==> config.mk <==
export PLATFORM = sky130hd
export DESIGN_NAME = oled_power_off_flat
export DESIGN_NICKNAME = d
export VERILOG_FILES = /design/src/rtl/oled_pkg.sv /design/src/rtl/oled_power_off_if.sv /design/src/rtl/oled_power_off_timer.sv /design/src/rtl/oled_power_off.sv /design/src/flat_wrapper.sv
export SDC_FILE = /design/constraint.sdc
export NUM_CORES = 1
export LEC_CHECK = 0
export ABC_AREA = 1
export BUFFER_PORTS_ARGS = -buffer_cell sky130_fd_sc_hd__buf_2
export CORE_MARGIN = 5
export CORE_UTILIZATION = 35
export CTS_CLUSTER_DIAMETER = 30
export DETAILED_ROUTE_END_ITERATION = 10
export HOLD_SLACK_MARGIN = 0.02
export SLEW_MARGIN = 40
export SYNTH_ARGS = -nofsm -noshare
export SYNTH_HDL_FRONTEND = slang
export SYNTH_SLANG_ARGS = --single-unit
==> constraint.sdc <==
create_clock -name sclk -period 2.7 [get_ports sclk]
set_input_delay 0.675 -clock sclk [delete_from_list [all_inputs] [get_ports sclk]]
set_output_delay 0.675 -clock sclk [all_outputs]
set_load 0.005 [all_outputs]
==> src/rtl/oled_pkg.sv <==
// Shared constants and types for the SSD1331 power sequencers.
package oled_pkg;

  localparam int unsigned VCC_OFF_WAIT_US = 400_000;
  localparam int unsigned SPI_TIMEOUT_US  = 1_000;
  localparam int unsigned DEBUG_WAIT_US   = 10;
  localparam int          CLOCK_COUNT_W   = 32;

  localparam logic [7:0] OLED_CMD_DISPLAY_OFF = 8'hAE;

  typedef enum logic [2:0] {
    S_IDLE,
    S_SEND_OFF,
    S_WAIT_SPI,
    S_DISABLE_VCC,
    S_WAIT_DISCHARGE,
    S_DONE
  } off_state_e;

endpackage

==> src/rtl/oled_power_off_if.sv <==
// Command-byte handshake between a sequencer and the SPI byte master.
interface oled_power_off_if;

  logic       cmd_valid;
  logic [7:0] cmd_data;
  logic       cmd_ready;
  logic       spi_done;

  modport master (
    output cmd_valid,
    output cmd_data,
    input  cmd_ready,
    input  spi_done
  );

  modport slave (
    input  cmd_valid,
    input  cmd_data,
    output cmd_ready,
    output spi_done
  );

endinterface

==> src/rtl/oled_power_off_timer.sv <==
// Microsecond one-shot: update_match loads a duration in us, done pulses
// once when it has elapsed.
module timer_microseconds #(
  parameter int unsigned CLOCK_FREQUENCY_HZ = 200_000_000,
  parameter int          CLOCK_COUNT_W      = 32
) (
  input  logic                     sclk,
  input  logic                     rst_n,
  input  logic                     update_match,
  input  logic [CLOCK_COUNT_W-1:0] match,
  output logic                     done
);

  localparam int unsigned CYC_PER_US = CLOCK_FREQUENCY_HZ / 1_000_000;
  localparam int PRE_W = (CYC_PER_US > 1) ? $clog2(CYC_PER_US) : 1;
  localparam logic [PRE_W-1:0] PRE_LAST = PRE_W'(CYC_PER_US - 1);

  logic [PRE_W-1:0]         pre_cnt;
  logic [CLOCK_COUNT_W-1:0] us_cnt;
  logic [CLOCK_COUNT_W-1:0] target;
  logic                     running;
  logic                     tick;

  assign tick = (pre_cnt == PRE_LAST);

  always_ff @(posedge sclk) begin
    if (!rst_n) begin
      pre_cnt <= '0;
      us_cnt  <= '0;
      target  <= '0;
      running <= 1'b0;
      done    <= 1'b0;
    end else begin
      done <= 1'b0;
      if (update_match) begin
        target  <= match;
        us_cnt  <= '0;
        pre_cnt <= '0;
        running <= (match != '0);
      end else if (running) begin
        if (tick) begin
          pre_cnt <= '0;
          us_cnt  <= us_cnt + 1'b1;
          if (us_cnt + 1'b1 == target) begin
            done    <= 1'b1;
            running <= 1'b0;
          end
        end else begin
          pre_cnt <= pre_cnt + 1'b1;
        end
      end
    end
  end

endmodule

==> src/rtl/oled_power_off.sv <==
// SSD1331 power-down: Display-Off over SPI, drop VCC, wait for
// discharge, then drop PMOD power and reset.
module oled_power_off
  import oled_pkg::*;
#(
  parameter int unsigned CLOCK_FREQUENCY_HZ = 200_000_000,
  parameter bit          DEBUG              = 1'b0
) (
  input  logic              sclk,
  input  logic              rst_n,
  input  logic              start,
  output logic              busy,
  output logic              done,
  output logic              error,
  output logic              dc_c,
  output logic              res,
  output logic              vss_en,
  output logic              pmod_en,
  oled_power_off_if.master  spi
);

  localparam logic [CLOCK_COUNT_W-1:0] SPI_WAIT_US =
    CLOCK_COUNT_W'(DEBUG ? DEBUG_WAIT_US : SPI_TIMEOUT_US);
  localparam logic [CLOCK_COUNT_W-1:0] VCC_WAIT_US =
    CLOCK_COUNT_W'(DEBUG ? DEBUG_WAIT_US : VCC_OFF_WAIT_US);

  off_state_e               state;
  logic                     start_r;
  logic                     start_edge;
  logic                     spi_exit;
  logic                     tmr_load;
  logic                     tmr_done;
  logic [CLOCK_COUNT_W-1:0] tmr_match;

  assign start_edge = start && !start_r;

  // The discharge wait starts on the same edge that drops VCC.
  assign spi_exit =
    ((state == S_WAIT_SPI) && (spi.spi_done || tmr_done)) ||
    ((state == S_SEND_OFF) && tmr_done);

  assign tmr_load  = ((state == S_IDLE) && start_edge) || spi_exit;
  assign tmr_match = (state == S_IDLE) ? SPI_WAIT_US : VCC_WAIT_US;

  timer_microseconds #(
    .CLOCK_FREQUENCY_HZ (CLOCK_FREQUENCY_HZ),
    .CLOCK_COUNT_W      (CLOCK_COUNT_W)
  ) u_timer (
    .sclk         (sclk),
    .rst_n        (rst_n),
    .update_match (tmr_load),
    .match        (tmr_match),
    .done         (tmr_done)
  );

  always_ff @(posedge sclk) begin
    if (!rst_n) begin
      state         <= S_IDLE;
      start_r       <= 1'b0;
      busy          <= 1'b0;
      done          <= 1'b0;
      error         <= 1'b0;
      dc_c          <= 1'b0;
      res           <= 1'b1;
      vss_en        <= 1'b1;
      pmod_en       <= 1'b1;
      spi.cmd_valid <= 1'b0;
      spi.cmd_data  <= 8'h00;
    end else begin
      start_r <= start;
      done    <= 1'b0;
      unique case (state)
        S_IDLE: begin
          busy <= 1'b0;
          if (start_edge) begin
            busy          <= 1'b1;
            error         <= 1'b0;
            dc_c          <= 1'b0;
            spi.cmd_valid <= 1'b1;
            spi.cmd_data  <= OLED_CMD_DISPLAY_OFF;
            state         <= S_SEND_OFF;
          end
        end
        S_SEND_OFF: begin
          if (tmr_done) begin
            spi.cmd_valid <= 1'b0;
            error         <= 1'b1;
            vss_en        <= 1'b0;
            state         <= S_DISABLE_VCC;
          end else if (spi.cmd_ready) begin
            spi.cmd_valid <= 1'b0;
            state         <= S_WAIT_SPI;
          end
        end
        S_WAIT_SPI: begin
          if (spi.spi_done) begin
            vss_en <= 1'b0;
            state  <= S_DISABLE_VCC;
          end else if (tmr_done) begin
            error  <= 1'b1;
            vss_en <= 1'b0;
            state  <= S_DISABLE_VCC;
          end
        end
        S_DISABLE_VCC: begin
          state <= S_WAIT_DISCHARGE;
        end
        S_WAIT_DISCHARGE: begin
          if (tmr_done) begin
            pmod_en <= 1'b0;
            res     <= 1'b0;
            state   <= S_DONE;
          end
        end
        S_DONE: begin
          done  <= 1'b1;
          state <= S_IDLE;
        end
        default: state <= S_IDLE;
      endcase
    end
  end

endmodule

==> src/flat_wrapper.sv <==
// flat-port wrapper written by rule: the top's interface ports become plain ports
module oled_power_off_flat import oled_pkg::*;
#(
  parameter int unsigned CLOCK_FREQUENCY_HZ = 200_000_000,
  parameter bit          DEBUG              = 1'b0
)
  (sclk, rst_n, start, busy, done, error, dc_c, res, vss_en, pmod_en, spi_cmd_valid, spi_cmd_data, spi_cmd_ready, spi_spi_done);
  oled_power_off_if spi_i ();
  input  logic sclk;
  input  logic rst_n;
  input  logic start;
  output logic busy;
  output logic done;
  output logic error;
  output logic dc_c;
  output logic res;
  output logic vss_en;
  output logic pmod_en;
  output wire logic [$bits(spi_i.cmd_valid)-1:0] spi_cmd_valid;
  output wire logic [$bits(spi_i.cmd_data)-1:0] spi_cmd_data;
  input wire logic [$bits(spi_i.cmd_ready)-1:0] spi_cmd_ready;
  input wire logic [$bits(spi_i.spi_done)-1:0] spi_spi_done;
  assign spi_cmd_valid = spi_i.cmd_valid;
  assign spi_cmd_data = spi_i.cmd_data;
  assign spi_i.cmd_ready = spi_cmd_ready;
  assign spi_i.spi_done = spi_spi_done;
  oled_power_off #(.CLOCK_FREQUENCY_HZ(CLOCK_FREQUENCY_HZ), .DEBUG(DEBUG)) u_core (.sclk(sclk), .rst_n(rst_n), .start(start), .busy(busy), .done(done), .error(error), .dc_c(dc_c), .res(res), .vss_en(vss_en), .pmod_en(pmod_en), .spi(spi_i));
endmodule
==> impl_metrics.ini <==
[run_status]
status = finished clean

[cells_and_area]
area_growth_pct = 7.75
fin_cells = 711
final_util_pct = 38.8
nFillCells = 1084
drive_above_1_share_pct = 9.17
stdcell_area_um2 = 3810
nets = 584
antennaDiodeCount = 0

[clock_tree]
clock_latency_ns = 0.32
tritoncts = yes
htreeDepth = 2
path_clk_slew_ns = 0.11
cts.path.max_buffers = 2
root_buffer = clkbuf_8
cts_buffers = 5
cts.sinks = 56
cts.repair.resized = 0
post_cts_buffers = 0
cts_hold_buf = 0

[synth]
synth_common_cells = nand2_1 (137), inv_1 (96), nor2_1 (70)
synthTopCellsByArea = dfxtp_1 (32%), nand2_1 (15%), inv_1 (10%)
synth_top_area_share_pct = 31.7
netlist_instances = 565
syn_area_um2 = 3540
synthDistinctLibCells = 37
synth_edf_count = 0
ys.warnings.count = 0
synth_largest_area_cell = dfxtp_1
synth-async-reset-ratio_pct = 0
yosysSeqAreaShare_pct = 31.7
yosysMostFrequentCell = nand2_1
ys.flop_type = dfxtp_1
avgSynthCellArea_um2 = 6.26
ys_ff_latch = 56

[global_routing]
grt_start_max_net_pins = 29
grt_pass1_wl_um = 15300
antenna_found_initial = 0
grtUsageTotal_pct = 14.8
grt_pass1_vias = 3261
grt-ovfl-total = 0

[timing]
period_share_pct = 80.9
setup_viol = 0
hold_viol = 0
holdWs_ns = 0.476
timing.fmax_ghz = 0.458
slew_violations = 0
rsz0062_at_grt = no
fin_worst_skew_ns = 0.0117
tns_ns = 0
fin_crit_ns = 2.18

[setup_path]
cp.required_ns = 2.91
cp-startpoint = u_core.u_timer.us_cnt[1]
cp_slowest_stage_delay_ns = 0.41
critPathCaptureType = register
crit_end = u_core.u_timer.running
r2r-end = u_core.u_timer.running
start_kind = register
crit_path_max_fanout = 8
path_cells = ha_1, nand2_2, nor2_8, nand2_2, nor2_2, nand4_1, nand2_1, nand2_1, nor2_1, nand2_1, nor2_1, nand2_1, nand2_1, a21oi_1
cp_common_cell = nand2_1
critPathSlowestCell = dfxtp_1
reg2reg_slack_ns = 0.52
r2r-start = u_core.u_timer.us_cnt[1]
rr_worst_depth = 14
path_class = register to register
cp_data_arrival_time_ns = 2.39

[detailed_routing]
drt_wl_total_um = 9050
vias_per_cell = 4.92
route.detailed.drc = 0
routed-via-count = 3498
wl_per_cell_um = 12.7
first_iter_violations = 192
ant_nets = 0
drt_first_pass_iters = 6

[floorplanning]
core-area_um2 = 9820
fp-row-count = 36
die_h_um = 111
die_w_um = 111
ios = 21
dieArea_um2 = 12200
start_util_pct = 36.0

[placed_design]
place_congestion = 0.891
port_buffers = 16
hpwl_um = 7020
dp_cells = 703
place_area_um2 = 3710

[worst_hold_path]
hold_start = u_core.vss_en
min_path_cells = 2
hp-class = register to register

[power]
vdd_drop_max_mv = 0.295
p_leak_nw = 1.66
powerDensity_nw_per_um2 = 495

[run]
cap_violations = 0
[cell usage in the layout (no fill, tap or decap), types with 2 or more instances in the layout]
cell / instances
nand2_1: 137
inv_1: 96
nor2_1: 70
dfxtp_1: 56
a21oi_1: 39
nand3_1: 35
o21ai_0: 28
buf_2: 16
nand4_1: 14
xor2_1: 9
nand2_2: 8
nor3_1: 7
nor2_4: 6
nor2_2: 5
a211oi_1: 5
clkbuf_8: 5
o22ai_1: 4
conb_1: 4
and2_1: 3
buf_4: 3
o21ai_1: 2
nor4_1: 2
o211ai_1: 2
nor3_2: 2
o21a_1: 2
xnor2_1: 2
a22oi_1: 2
ha_1: 2
[cell type report]
type | instances | area [um2] | share of cell area [%]
Clock buffer | 5 | 68.8 | 1.81
Clock inverter | 3 | 27.5 | 0.722
Inverter | 97 | 364 | 9.55
Multi-Input combinational cell | 398 | 1960 | 51.4
Sequential cell | 56 | 1120 | 29.4
Tap cell | 133 | 166 | 4.37
Timing Repair Buffer | 19 | 103 | 2.69
[cells by family (layout without fill, tap and decap cells)]
family          count (synthesis)  in the layout  share of synthesized area (%)
buf+inv                       114            124                           13.2
xor+xnor                       12             12                           3.36
fa+ha+maj                       2              2                          0.707
other cells                     1              4                          0.106
flops                          56             56                           31.7
compound gates                 87             87                           13.5
simple gates                  293            293                           37.4
[routing by layer]
| metal | track usage [%] | vias up | wire length (um) |
|---|---|---|---|
| li1 | - | 1804 | - |
| met5 | 0 | - | 0 |
| met4 | 4.68 | 0 | 179 |
| met2 | 23.9 | 124 | 4020 |
| met3 | 2.63 | 19 | 651 |
| met1 | 20.0 | 1551 | 4200 |
[how the worst min path moves through the flow]
stage                           end  slack [ns]
2_1_floorplan  u_core.spi.cmd_valid        0.46
3_3_place_gp             u_core.res        0.46
3_5_place_dp          u_core.vss_en        0.46
4_1_cts                  u_core.res        0.49
5_1_grt        u_core.spi.cmd_valid        0.50
6_report              u_core.vss_en        0.48
[power breakdown]
| group | total [mW] | leakage (nW) | switching [mW] | internal, mW |
|---|---|---|---|---|
| Combinational | 0.438 | 1.16 | 0.283 | 0.155 |
| Sequential | 0.941 | 0.454 | 0.0556 | 0.886 |
| Clock | 0.508 | 0.0463 | 0.316 | 0.192 |
[critical path, delay by kind of cell, from the launching register on]
kind / cells / cell delay, ns
AND/OR/NAND/NOR: 12 / 1.37
flip-flops: 1 / 0.41
adder cells (fa/ha/maj): 1 / 0.25
AO/OA/AOI/OAI: 1 / 0.06
[stage by stage]
stage | power [mW] | setup WS (ns)
after floorplan | 1.28 | 0.898
after global placement | 1.39 | 0.573
after detailed placement | 1.40 | 0.541
after CTS | 1.91 | 0.546
after global routing | 2.02 | 0.249
final | 1.89 | 0.516
[state kept, by name (all words and copies together) (netlist names)]
name,count
u_core.busy,1
u_core.done,1
u_core.error,1
u_core.res,1
u_core.spi.cmd_data,1
u_core.spi.cmd_valid,1
u_core.start_r,1
u_core.state,3
u_core.u_timer.done,1
u_core.u_timer.pre_cnt,8
u_core.u_timer.running,1
u_core.u_timer.target,3
u_core.u_timer.us_cnt,32
u_core.vss_en,1
Power figures use the tool's default switching activity.
